--- src/rtl/leb128_decoder_pkg.sv ---
// Shared constants and FSM encoding for the WebAssembly LEB128 immediate decoder.
package leb128_decoder_pkg;

  localparam int         DATA_W           = 64;
  localparam logic [3:0] LEB_MAX_BYTES_32 = 4'd5;
  localparam logic [3:0] LEB_MAX_BYTES_64 = 4'd10;

  // Trap code the cpu drives on its trap output when the decoder raises error.
  localparam logic [7:0] LEB_TRAP_CODE    = 8'h04;

  typedef enum logic [1:0] {
    IDLE   = 2'd0,
    DECODE = 2'd1,
    RESULT = 2'd2
  } leb_state_e;

endpackage

--- src/rtl/leb128_decoder_if.sv ---
// Request/byte-stream/result bundle between the instruction decoder and the LEB128 unit.
interface leb128_decoder_if;
  import leb128_decoder_pkg::*;

  logic              start;
  logic              is_signed;
  logic              is_64;
  logic [7:0]        byte_in;
  logic              byte_valid;
  logic              byte_ready;
  logic [DATA_W-1:0] value;
  logic [3:0]        len;
  logic              done;
  logic              error;
  logic              busy;

  modport master (
    output start, is_signed, is_64, byte_in, byte_valid,
    input  byte_ready, value, len, done, error, busy
  );

  modport slave (
    input  start, is_signed, is_64, byte_in, byte_valid,
    output byte_ready, value, len, done, error, busy
  );

endinterface

--- src/rtl/leb128_decoder.sv ---
// Decodes one uLEB128/sLEB128 immediate per request into a 64-bit operand-stack word.
module leb128_decoder
  import leb128_decoder_pkg::*;
(
  input  logic             clk,
  input  logic             reset,
  leb128_decoder_if.slave  bus
);

  leb_state_e        state, state_nxt;
  logic [DATA_W-1:0] acc, acc_nxt, result, value_q;
  logic [6:0]        shift, shift_nxt;
  logic [3:0]        count, count_nxt, len_q;
  logic              sgn, w64, error_q;
  logic              load, accept, bad, last;

  // Legality of the byte that lands on the target's maximum length: it must
  // terminate, and its unused high payload bits must be zero (unsigned) or a
  // clean sign extension (signed).
  function automatic logic final_byte_bad(input logic [7:0] b, input logic [3:0] cnt,
                                          input logic s, input logic w);
    logic at_max;
    at_max = w ? (cnt == LEB_MAX_BYTES_64) : (cnt == LEB_MAX_BYTES_32);
    if (!at_max)  return 1'b0;
    if (b[7])     return 1'b1;
    if (w)        return s ? !(b[6:0] == 7'h00 || b[6:0] == 7'h7F) : (b[6:1] != 6'd0);
    return s ? !(b[6:3] == 4'h0 || b[6:3] == 4'hF) : (b[6:4] != 3'd0);
  endfunction

  assign load      = bus.start && (state == IDLE || state == RESULT);
  assign accept    = (state == DECODE) && bus.byte_valid;
  assign acc_nxt   = acc | (DATA_W'(bus.byte_in[6:0]) << shift);
  assign shift_nxt = shift + 7'd7;
  assign count_nxt = count + 4'd1;
  assign bad       = final_byte_bad(bus.byte_in, count_nxt, sgn, w64);
  assign last      = !bus.byte_in[7];

  always_comb begin
    result = acc_nxt;
    if (sgn && bus.byte_in[6] && shift_nxt < 7'd64)
      result = result | ({DATA_W{1'b1}} << shift_nxt);
    if (!w64)
      result[63:32] = sgn ? {32{result[31]}} : 32'h0;
  end

  always_ff @(posedge clk) begin
    if (reset) state <= IDLE;
    else       state <= state_nxt;
  end

  always_comb begin
    state_nxt = state;
    case (state)
      IDLE:    if (bus.start) state_nxt = DECODE;
      DECODE: begin
        if (accept) begin
          if (bad)       state_nxt = IDLE;
          else if (last) state_nxt = RESULT;
        end
      end
      RESULT:  state_nxt = bus.start ? DECODE : IDLE;
      default: state_nxt = IDLE;
    endcase
  end

  always_ff @(posedge clk) begin
    if (reset) begin
      acc     <= '0;
      shift   <= '0;
      count   <= '0;
      sgn     <= 1'b0;
      w64     <= 1'b0;
      value_q <= '0;
      len_q   <= '0;
      error_q <= 1'b0;
    end else begin
      error_q <= accept && bad;
      if (load) begin
        acc   <= '0;
        shift <= '0;
        count <= '0;
        sgn   <= bus.is_signed;
        w64   <= bus.is_64;
      end else if (accept) begin
        acc   <= acc_nxt;
        shift <= shift_nxt;
        count <= count_nxt;
      end
      // A rejected byte leaves the previous result visible.
      if (accept && !bad && last) begin
        value_q <= result;
        len_q   <= count_nxt;
      end
    end
  end

  assign bus.byte_ready = (state == DECODE);
  assign bus.busy       = (state == DECODE);
  assign bus.done       = (state == RESULT);
  assign bus.error      = error_q;
  assign bus.value      = value_q;
  assign bus.len        = len_q;

  a_done_error_excl: assert property (@(posedge clk) disable iff (reset) !(bus.done && bus.error));
  a_error_idle:      assert property (@(posedge clk) disable iff (reset) bus.error |-> !bus.busy);

endmodule

--- src/flat_wrapper.sv ---
// flat-port wrapper written by rule: the top's interface ports become plain ports
module leb128_decoder_flat import leb128_decoder_pkg::*;
  (clk, reset, bus_start, bus_is_signed, bus_is_64, bus_byte_in, bus_byte_valid, bus_byte_ready, bus_value, bus_len, bus_done, bus_error, bus_busy);
  leb128_decoder_if bus_i ();
  input  logic clk;
  input  logic reset;
  input wire logic [$bits(bus_i.start)-1:0] bus_start;
  input wire logic [$bits(bus_i.is_signed)-1:0] bus_is_signed;
  input wire logic [$bits(bus_i.is_64)-1:0] bus_is_64;
  input wire logic [$bits(bus_i.byte_in)-1:0] bus_byte_in;
  input wire logic [$bits(bus_i.byte_valid)-1:0] bus_byte_valid;
  output wire logic [$bits(bus_i.byte_ready)-1:0] bus_byte_ready;
  output wire logic [$bits(bus_i.value)-1:0] bus_value;
  output wire logic [$bits(bus_i.len)-1:0] bus_len;
  output wire logic [$bits(bus_i.done)-1:0] bus_done;
  output wire logic [$bits(bus_i.error)-1:0] bus_error;
  output wire logic [$bits(bus_i.busy)-1:0] bus_busy;
  assign bus_i.start = bus_start;
  assign bus_i.is_signed = bus_is_signed;
  assign bus_i.is_64 = bus_is_64;
  assign bus_i.byte_in = bus_byte_in;
  assign bus_i.byte_valid = bus_byte_valid;
  assign bus_byte_ready = bus_i.byte_ready;
  assign bus_value = bus_i.value;
  assign bus_len = bus_i.len;
  assign bus_done = bus_i.done;
  assign bus_error = bus_i.error;
  assign bus_busy = bus_i.busy;
  leb128_decoder u_core (.clk(clk), .reset(reset), .bus(bus_i));
endmodule
--- config.mk ---
export PLATFORM = sky130hd
export DESIGN_NAME = leb128_decoder_flat
export DESIGN_NICKNAME = d
export VERILOG_FILES = /design/src/rtl/leb128_decoder_pkg.sv /design/src/rtl/leb128_decoder_if.sv /design/src/rtl/leb128_decoder.sv /design/src/flat_wrapper.sv
export SDC_FILE = /design/constraint.sdc
export NUM_CORES = 1
export LEC_CHECK = 0
export BUFFER_PORTS_ARGS = -buffer_cell sky130_fd_sc_hd__buf_2
export CAP_MARGIN = 20
export CORE_MARGIN = 2
export CORE_UTILIZATION = 28
export CTS_CLUSTER_SIZE = 10
export DETAILED_ROUTE_END_ITERATION = 10
export GPL_ROUTABILITY_DRIVEN = 0
export SYNTH_ARGS = -nofsm -noshare
export SYNTH_HDL_FRONTEND = slang
export SYNTH_SLANG_ARGS = --single-unit
--- constraint.sdc ---
create_clock -name clk -period 3.9 [get_ports clk]
set_clock_uncertainty 0.05 [all_clocks]
set_input_delay 0.195 -clock clk [delete_from_list [all_inputs] [get_ports clk]]
set_output_delay 0.195 -clock clk [all_outputs]
set_load 0.005 [all_outputs]
==> impl_metrics.env, run 1 <==
export IMPL_status="finished with violations"
export IMPL_failed_checks="design-rule violations"
export IMPL_crit_chain="nand2_1, nor4b_2, nor2_1, buf_4, nor2_1, o21ai_0, a311oi_1"
export IMPL_port_buffers=85
export IMPL_synthesis_instances=912
export IMPL_leakage_nw=3.20
export IMPL_place_detailed_hpwl_um=18100
export IMPL_vias=7244
export IMPL_synth_nets=931
export IMPL_rows=59
export IMPL_min_period_ns=3.31
export IMPL_cts_tree="yes"
export IMPL_htreeDepth=4
export IMPL_ant_nets=0
export IMPL_rsz0062_at_grt="no"
export IMPL_nets=990
export IMPL_first_iter_violations=783
export IMPL_worstMarginPinSlew_ns=1.05
export IMPL_die_w_um=167
export IMPL_ir_drop_v=0.000314
export IMPL_hp_start="bus_byte_in[7]"
export IMPL_first_global_vias=6625
export IMPL_post_route_drc_count=16
export IMPL_critPathRequiredTime_ns=4.19
export IMPL_reg2reg_from="u_core.shift[3]$_SDFFE_PP0P_"
export IMPL_ys_seq_area_share_pct=39.6
export IMPL_crit_path_frequent_cell="nor2_1"
export IMPL_hold_class="in -> reg"
export IMPL_crit_slowest_cell="nor2_1"
export IMPL_cts_setup_buffers=0
export IMPL_antenna_found_initial=3
export IMPL_worst_setup_path_start_kind="flop"
export IMPL_synth_edff_count=0
export IMPL_synth_async_reset_ratio_pct=0
export IMPL_drt_first_pass_iters=9
export IMPL_clk_latency_ns=0.44
export IMPL_path_clk_slew_ns=0.07
export IMPL_io_pins=86
export IMPL_setup_tns_ns=0
export IMPL_ys_ff_latch=148
export IMPL_ys_top_cells_by_area="dfxtp_1, nor2_1, a21oi_1"
export IMPL_grt_overflow_total=0
export IMPL_worst_path_largest_cell_delay_ns=0.78
export IMPL_drive_gt1_share_pct=18.6
export IMPL_core_area_mm2=0.0261
export IMPL_period_share_pct=84.9
export IMPL_finalSetupViolations=0
export IMPL_whs_endpoint="u_core.state[1]$_SDFFE_PP0P_"
export IMPL_routed_wl_um=25700
export IMPL_slew_headroom_pct=28.2
export IMPL_hold_viol_final=0
export IMPL_clock_fmax_mhz=302
export IMPL_drv_cap=0
export IMPL_yosys_warnings=0
export IMPL_fin_util_pct=33.5
export IMPL_synthToLayoutAreaGrowth_pct=17.2
export IMPL_post_drt_wl_per_cell_um=19.5
export IMPL_cp_max_fo=12
export IMPL_finalMaxSlewViolations=0
export IMPL_synth_top_cell_by_area="dfxtp_1"
export IMPL_whs_path_depth=4
export IMPL_viasPerCell=5.49
export IMPL_clockRootBuffer="clkbuf_16"
export IMPL_clockBufferDepth=2
export IMPL_place_area_mm2=0.00817
export IMPL_synth_top_area_share_pct=39.6
export IMPL_ys_dominant_reg_cell="dfxtp_1"
export IMPL_stdcell_area_mm2=0.00876
export IMPL_netlist_top_cells_count="nor2_1, dfxtp_1, a21oi_1"
export IMPL_yosysMostFrequentCell="nor2_1"
export IMPL_syn_cell_area_mm2=0.00748
export IMPL_arrival_ns=3.60
export IMPL_p_per_area_mw_per_mm2=414
export IMPL_n_fill_cell=2764
export IMPL_cts_sinks=148
export IMPL_start_util_pct=28.6
export IMPL_synth_cell_types=83
export IMPL_crit_type="reg -> reg"
export IMPL_synth_area_per_cell_um2=8.20
export IMPL_die_area_mm2=0.0280
export IMPL_grt_usage_pct=18.2
export IMPL_r2r_end="u_core.bus.value[45]$_SDFFE_PP0P_"
export IMPL_cts_buffers=17
export IMPL_grt_start_max_net_pins=73
export IMPL_end_kind="flop"
export IMPL_rrSetupSlack_ns=0.59
export IMPL_hold_slack_ns=0.0464
export IMPL_postCtsResizedCells=0
export IMPL_die_h_um=167
export IMPL_r2r_cells=7
export IMPL_grt_pass1_wl_um=39700
==> metal layers <==
metal,track usage (%),routed length [um],vias to the layer above
met4,7.79,922,2
met5,0,11,-
met3,3.78,2020,58
li1,-,-,3442
met1,24.7,11000,3416
met2,28.1,11700,326
==> per-stage QoR <==
stage / cells / worst slack [ns] / power, mW
floorplan: 912 / 1.14 / 1.89
global placement: 1284 / 0.812 / 2.05
detailed placement: 1284 / 0.722 / 2.05
CTS: 1317 / 0.704 / 3.64
global route: 1318 / 0.356 / 3.77
finish: 1319 / 0.589 / 3.63
==> cells by family after synthesis <==
| kind of cell | synth area share (%) |
|---|---|
| flip-flops | 39.6 |
| buffers and inverters | 5.62 |
| adder cells (fa/ha/maj) | 0.836 |
| AND/OR/NAND/NOR | 20.8 |
| AO/OA/AOI/OAI | 28.6 |
| XOR/XNOR | 1.77 |
| multiplexers | 2.71 |
==> critical path, delay by kind of cell, from the launching register on <==
| kind | cells | cell delay [ns] |
|---|---|---|
| buf+inv | 1 | 0.23 |
| simple gates | 4 | 1.79 |
| compound gates | 2 | 0.52 |
| flops | 1 | 0.60 |
==> how the worst max path moves through the flow <==
stage,start,slack (ns),end,depth (start not counted)
after floorplan,u_core.shift[0]$_SDFFE_PP0P_,1.14,u_core.bus.value[41]$_SDFFE_PP0P_,12
after global placement,u_core.shift[1]$_SDFFE_PP0P_,0.81,u_core.bus.value[51]$_SDFFE_PP0P_,7
after detailed placement,u_core.shift[3]$_SDFFE_PP0P_,0.72,u_core.bus.value[45]$_SDFFE_PP0P_,6
after CTS,u_core.shift[3]$_SDFFE_PP0P_,0.70,u_core.bus.value[45]$_SDFFE_PP0P_,6
after global routing,u_core.shift[3]$_SDFFE_PP0P_,0.36,u_core.bus.value[45]$_SDFFE_PP0P_,7
final,u_core.shift[3]$_SDFFE_PP0P_,0.59,u_core.bus.value[45]$_SDFFE_PP0P_,7
==> power by group <==
group	internal (mW)	total (mW)	switching (mW)
logic	0.146	0.452	0.306
clock network	0.902	1.60	0.700
registers	1.55	1.58	0.0250
total	2.60	3.63	1.03
==> sequential cells by signal, summed over array words and instances, names as in the netlist <==
| register | count |
|---|---|
| u_core.acc | 64 |
| u_core.bus.value | 64 |
| u_core.shift | 7 |
| u_core.bus.len | 4 |
| u_core.count | 4 |
| u_core.state | 2 |
| u_core.bus.error | 1 |
| u_core.sgn | 1 |
| u_core.w64 | 1 |
==> layout by cell type, fill, tap and decap left out, types with 6 or more instances in the layout <==
| master | count |
|---|---|
| a211oi_1 | 42 |
| a211oi_2 | 10 |
| a21o_1 | 8 |
| a21oi_1 | 87 |
| a221oi_1 | 11 |
| a22oi_1 | 9 |
| a311oi_1 | 13 |
| a31oi_1 | 14 |
| and2_1 | 6 |
| buf_2 | 85 |
| buf_4 | 29 |
| clkbuf_16 | 17 |
| dfxtp_1 | 148 |
| inv_1 | 12 |
| mux2i_1 | 11 |
| nand2_1 | 45 |
| nand2b_1 | 12 |
| nand3_1 | 13 |
| nand3b_1 | 6 |
| nor2_1 | 178 |
| nor2b_1 | 12 |
| nor3_1 | 36 |
| o21ai_0 | 31 |
| o22ai_1 | 9 |
| o31ai_1 | 8 |
| xnor2_1 | 8 |
==> final cells by class <==
cell class	instances	area (um2)	area share (%)
multi-input combinational	674	4100	46.8
clock buffer	18	439	5.01
antenna	1	2.50	0.0286
inverter	14	52.6	0.600
tap	335	419	4.78
sequential	148	2960	33.8
clock inverter	13	126	1.44
timing repair buffer	116	663	7.57
==> what timing repair did <==
| action | in CTS | in global routing |
|---|---|---|
| endpoints found under the setup margin | 0 | 0 |
| endpoints found under the hold margin | 2 | 0 |
| hold buffers | 2 | 0 |
Power figures use the tool's default switching activity.
==> run 2: changes to the inputs <==
Clock period 3.9 ns to 2.9 ns, I/O delays scaled along.
==> run 2 against run 1 <==
Compared with the run above: the run still ends with design-rule violations left; total power rose by 41%; sequential power increased by 34%; hold slack lost 0.00087 ns; critical path depth is the same; critical endpoint is now u_core.bus.value[62]$_SDFFE_PP0P_.
==> impl_metrics.env, run 2 (synthesized netlist as in run 1, its figures left out) <==
export IMPL_status="finished with violations"
export IMPL_failed_checks="design-rule violations"
export IMPL_n_fill_cell=2767
export IMPL_synthToLayoutAreaGrowth_pct=21.3
export IMPL_clk_latency_ns=0.45
export IMPL_routed_top_layer="met5"
export IMPL_min_period_ns=2.68
export IMPL_grt_start_max_net_pins=73
export IMPL_period_share_pct=92.6
export IMPL_leakage_nw=3.39
export IMPL_finalMaxSlewViolations=0
export IMPL_clock_fmax_mhz=373
export IMPL_grt_overflow_total=0
export IMPL_rsz0062_at_grt="no"
export IMPL_setup_tns_ns=0
export IMPL_r2r_cells=7
export IMPL_critPathRequiredTime_ns=3.14
export IMPL_cp_max_fo=23
export IMPL_first_global_vias=6953
export IMPL_whs_path_depth=5
export IMPL_crit_family="compound AO/OA/AOI/OAI gates"
export IMPL_core_area_mm2=0.0261
export IMPL_post_route_drc_count=8
export IMPL_hold_class="in -> reg"
export IMPL_cts_tree="yes"
export IMPL_worst_path_largest_cell_delay_ns=0.77
export IMPL_die_w_um=167
export IMPL_reg2reg_from="u_core.shift[1]$_SDFFE_PP0P_"
export IMPL_dp_cells=1312
export IMPL_ir_drop_v=0.000359
export IMPL_die_h_um=167
export IMPL_met1Wirelength_um=11400
export IMPL_r2r_end="u_core.bus.value[62]$_SDFFE_PP0P_"
export IMPL_hold_viol_final=0
export IMPL_vias=7415
export IMPL_place_detailed_hpwl_um=18600
export IMPL_rrSetupSlack_ns=0.22
export IMPL_drive_gt1_share_pct=20.8
export IMPL_p_per_area_mw_per_mm2=564
export IMPL_ant_nets=0
export IMPL_hp_start="bus_byte_valid"
export IMPL_io_pins=86
export IMPL_fin_util_pct=34.7
export IMPL_antenna_found_initial=1
export IMPL_layout_commonest_cell="nor2_1"
export IMPL_post_drt_wl_per_cell_um=19.5
export IMPL_rows=59
export IMPL_stdcell_count=1347
export IMPL_regArea_mm2=0.00296
export IMPL_antenna_cells=0
export IMPL_crit_slowest_cell="xnor2_1"
export IMPL_drv_cap=0
export IMPL_clockBufferDepth=2
export IMPL_crit_type="reg -> reg"
export IMPL_multi_input_area_mm2=0.00410
export IMPL_finalSetupViolations=0
export IMPL_first_iter_violations=895
export IMPL_slew_headroom_pct=37.9
export IMPL_place_area_mm2=0.00842
export IMPL_cts_buffers=17
export IMPL_grt_usage_pct=18.8
export IMPL_whs_endpoint="u_core.state[1]$_SDFFE_PP0P_"
export IMPL_htreeDepth=4
export IMPL_worst_setup_path_start_kind="flop"
export IMPL_routed_wl_um=26200
export IMPL_arrival_ns=2.93
export IMPL_met2WireLength_um=12000
export IMPL_crit_chain="buf_4, o311ai_4, xnor2_1, and2_0, a21oi_1, o31ai_1, a211oi_2"
export IMPL_crit_buf_inv=1
export IMPL_cts_sinks=148
export IMPL_nets=1018
export IMPL_final_cell_mix="nor2_1, dfxtp_1, a21oi_1"
export IMPL_worstMarginPinSlew_ns=0.924
export IMPL_hold_slack_ns=0.0455
export IMPL_path_clk_slew_ns=0.07
export IMPL_drt_first_pass_iters=8
export IMPL_grt_pass1_wl_um=40900
export IMPL_viasPerCell=5.50
export IMPL_wl_met3_um=2010
export IMPL_stdcell_area_mm2=0.00908
export IMPL_die_area_mm2=0.0280
export IMPL_clockRootBuffer="clkbuf_16"
export IMPL_start_util_pct=28.6
export IMPL_end_kind="flop"
export IMPL_port_buffers=85
[run 2: worst max path at each step]
stage                                 startpoint                                 to  slack, ns  cells past startpoint
finish              u_core.shift[1]$_SDFFE_PP0P_  u_core.bus.value[62]$_SDFFE_PP0P_       0.22                      7
global route        u_core.shift[0]$_SDFFE_PP0P_  u_core.bus.value[33]$_SDFFE_PP0P_       0.03                      9
CTS                 u_core.shift[2]$_SDFFE_PP0P_  u_core.bus.value[35]$_SDFFE_PP0P_       0.15                      8
detailed placement  u_core.shift[2]$_SDFFE_PP0P_  u_core.bus.value[35]$_SDFFE_PP0P_       0.18                      8
global placement    u_core.shift[2]$_SDFFE_PP0P_  u_core.bus.value[35]$_SDFFE_PP0P_       0.17                      8
floorplan           u_core.shift[0]$_SDFFE_PP0P_  u_core.bus.value[41]$_SDFFE_PP0P_       0.14                     12
[run 2: worst register-to-register path, stage by stage (launching register included)]
cell	delay (ns)
dfxtp_1	0.33
buf_4	0.31
o311ai_4	0.18
xnor2_1	0.77
and2_0	0.27
a21oi_1	0.11
o31ai_1	0.41
a211oi_2	0.12
[run 2: metrics by stage]
stage | power [mW] | setup WS (ns)
after floorplan | 2.54 | 0.135
after global placement | 2.79 | 0.165
after detailed placement | 2.79 | 0.178
after CTS | 5.14 | 0.154
after global routing | 5.31 | 0.0332
final | 5.12 | 0.216
[run 2: where the power goes]
group / switching (mW) / total (mW) / leakage (nW) / internal, mW
combinational: 0.423 / 0.641 / 1.88 / 0.218
clock: 1.04 / 2.36 / 0.310 / 1.33
sequential: 0.0330 / 2.12 / 1.20 / 2.08
total: 1.49 / 5.12 / 3.39 / 3.63
[run 2: area by class of cell]
type / count / share of cell area, %
clock buffer: 17 / 4.69
clock inverter: 15 / 2.25
inverter: 14 / 0.579
multi-input combinational: 674 / 45.2
sequential: 148 / 32.6
tap: 335 / 4.62
timing repair buffer: 144 / 10.1
[run 2: per-layer routing]
layer / up-vias / GRT usage, %
met3: 66 / 4.40
met4: 2 / 8.54
met1: 3544 / 24.6
met2: 302 / 29.5
met5: - / 0
li1: 3501 / -
[run 2: what timing repair did]
action,CTS,global route
hold buffers,3,0
gates resized for setup,0,1
endpoints found under the setup margin,0,1
hold endpoints to repair,3,0
setup buffers,0,0
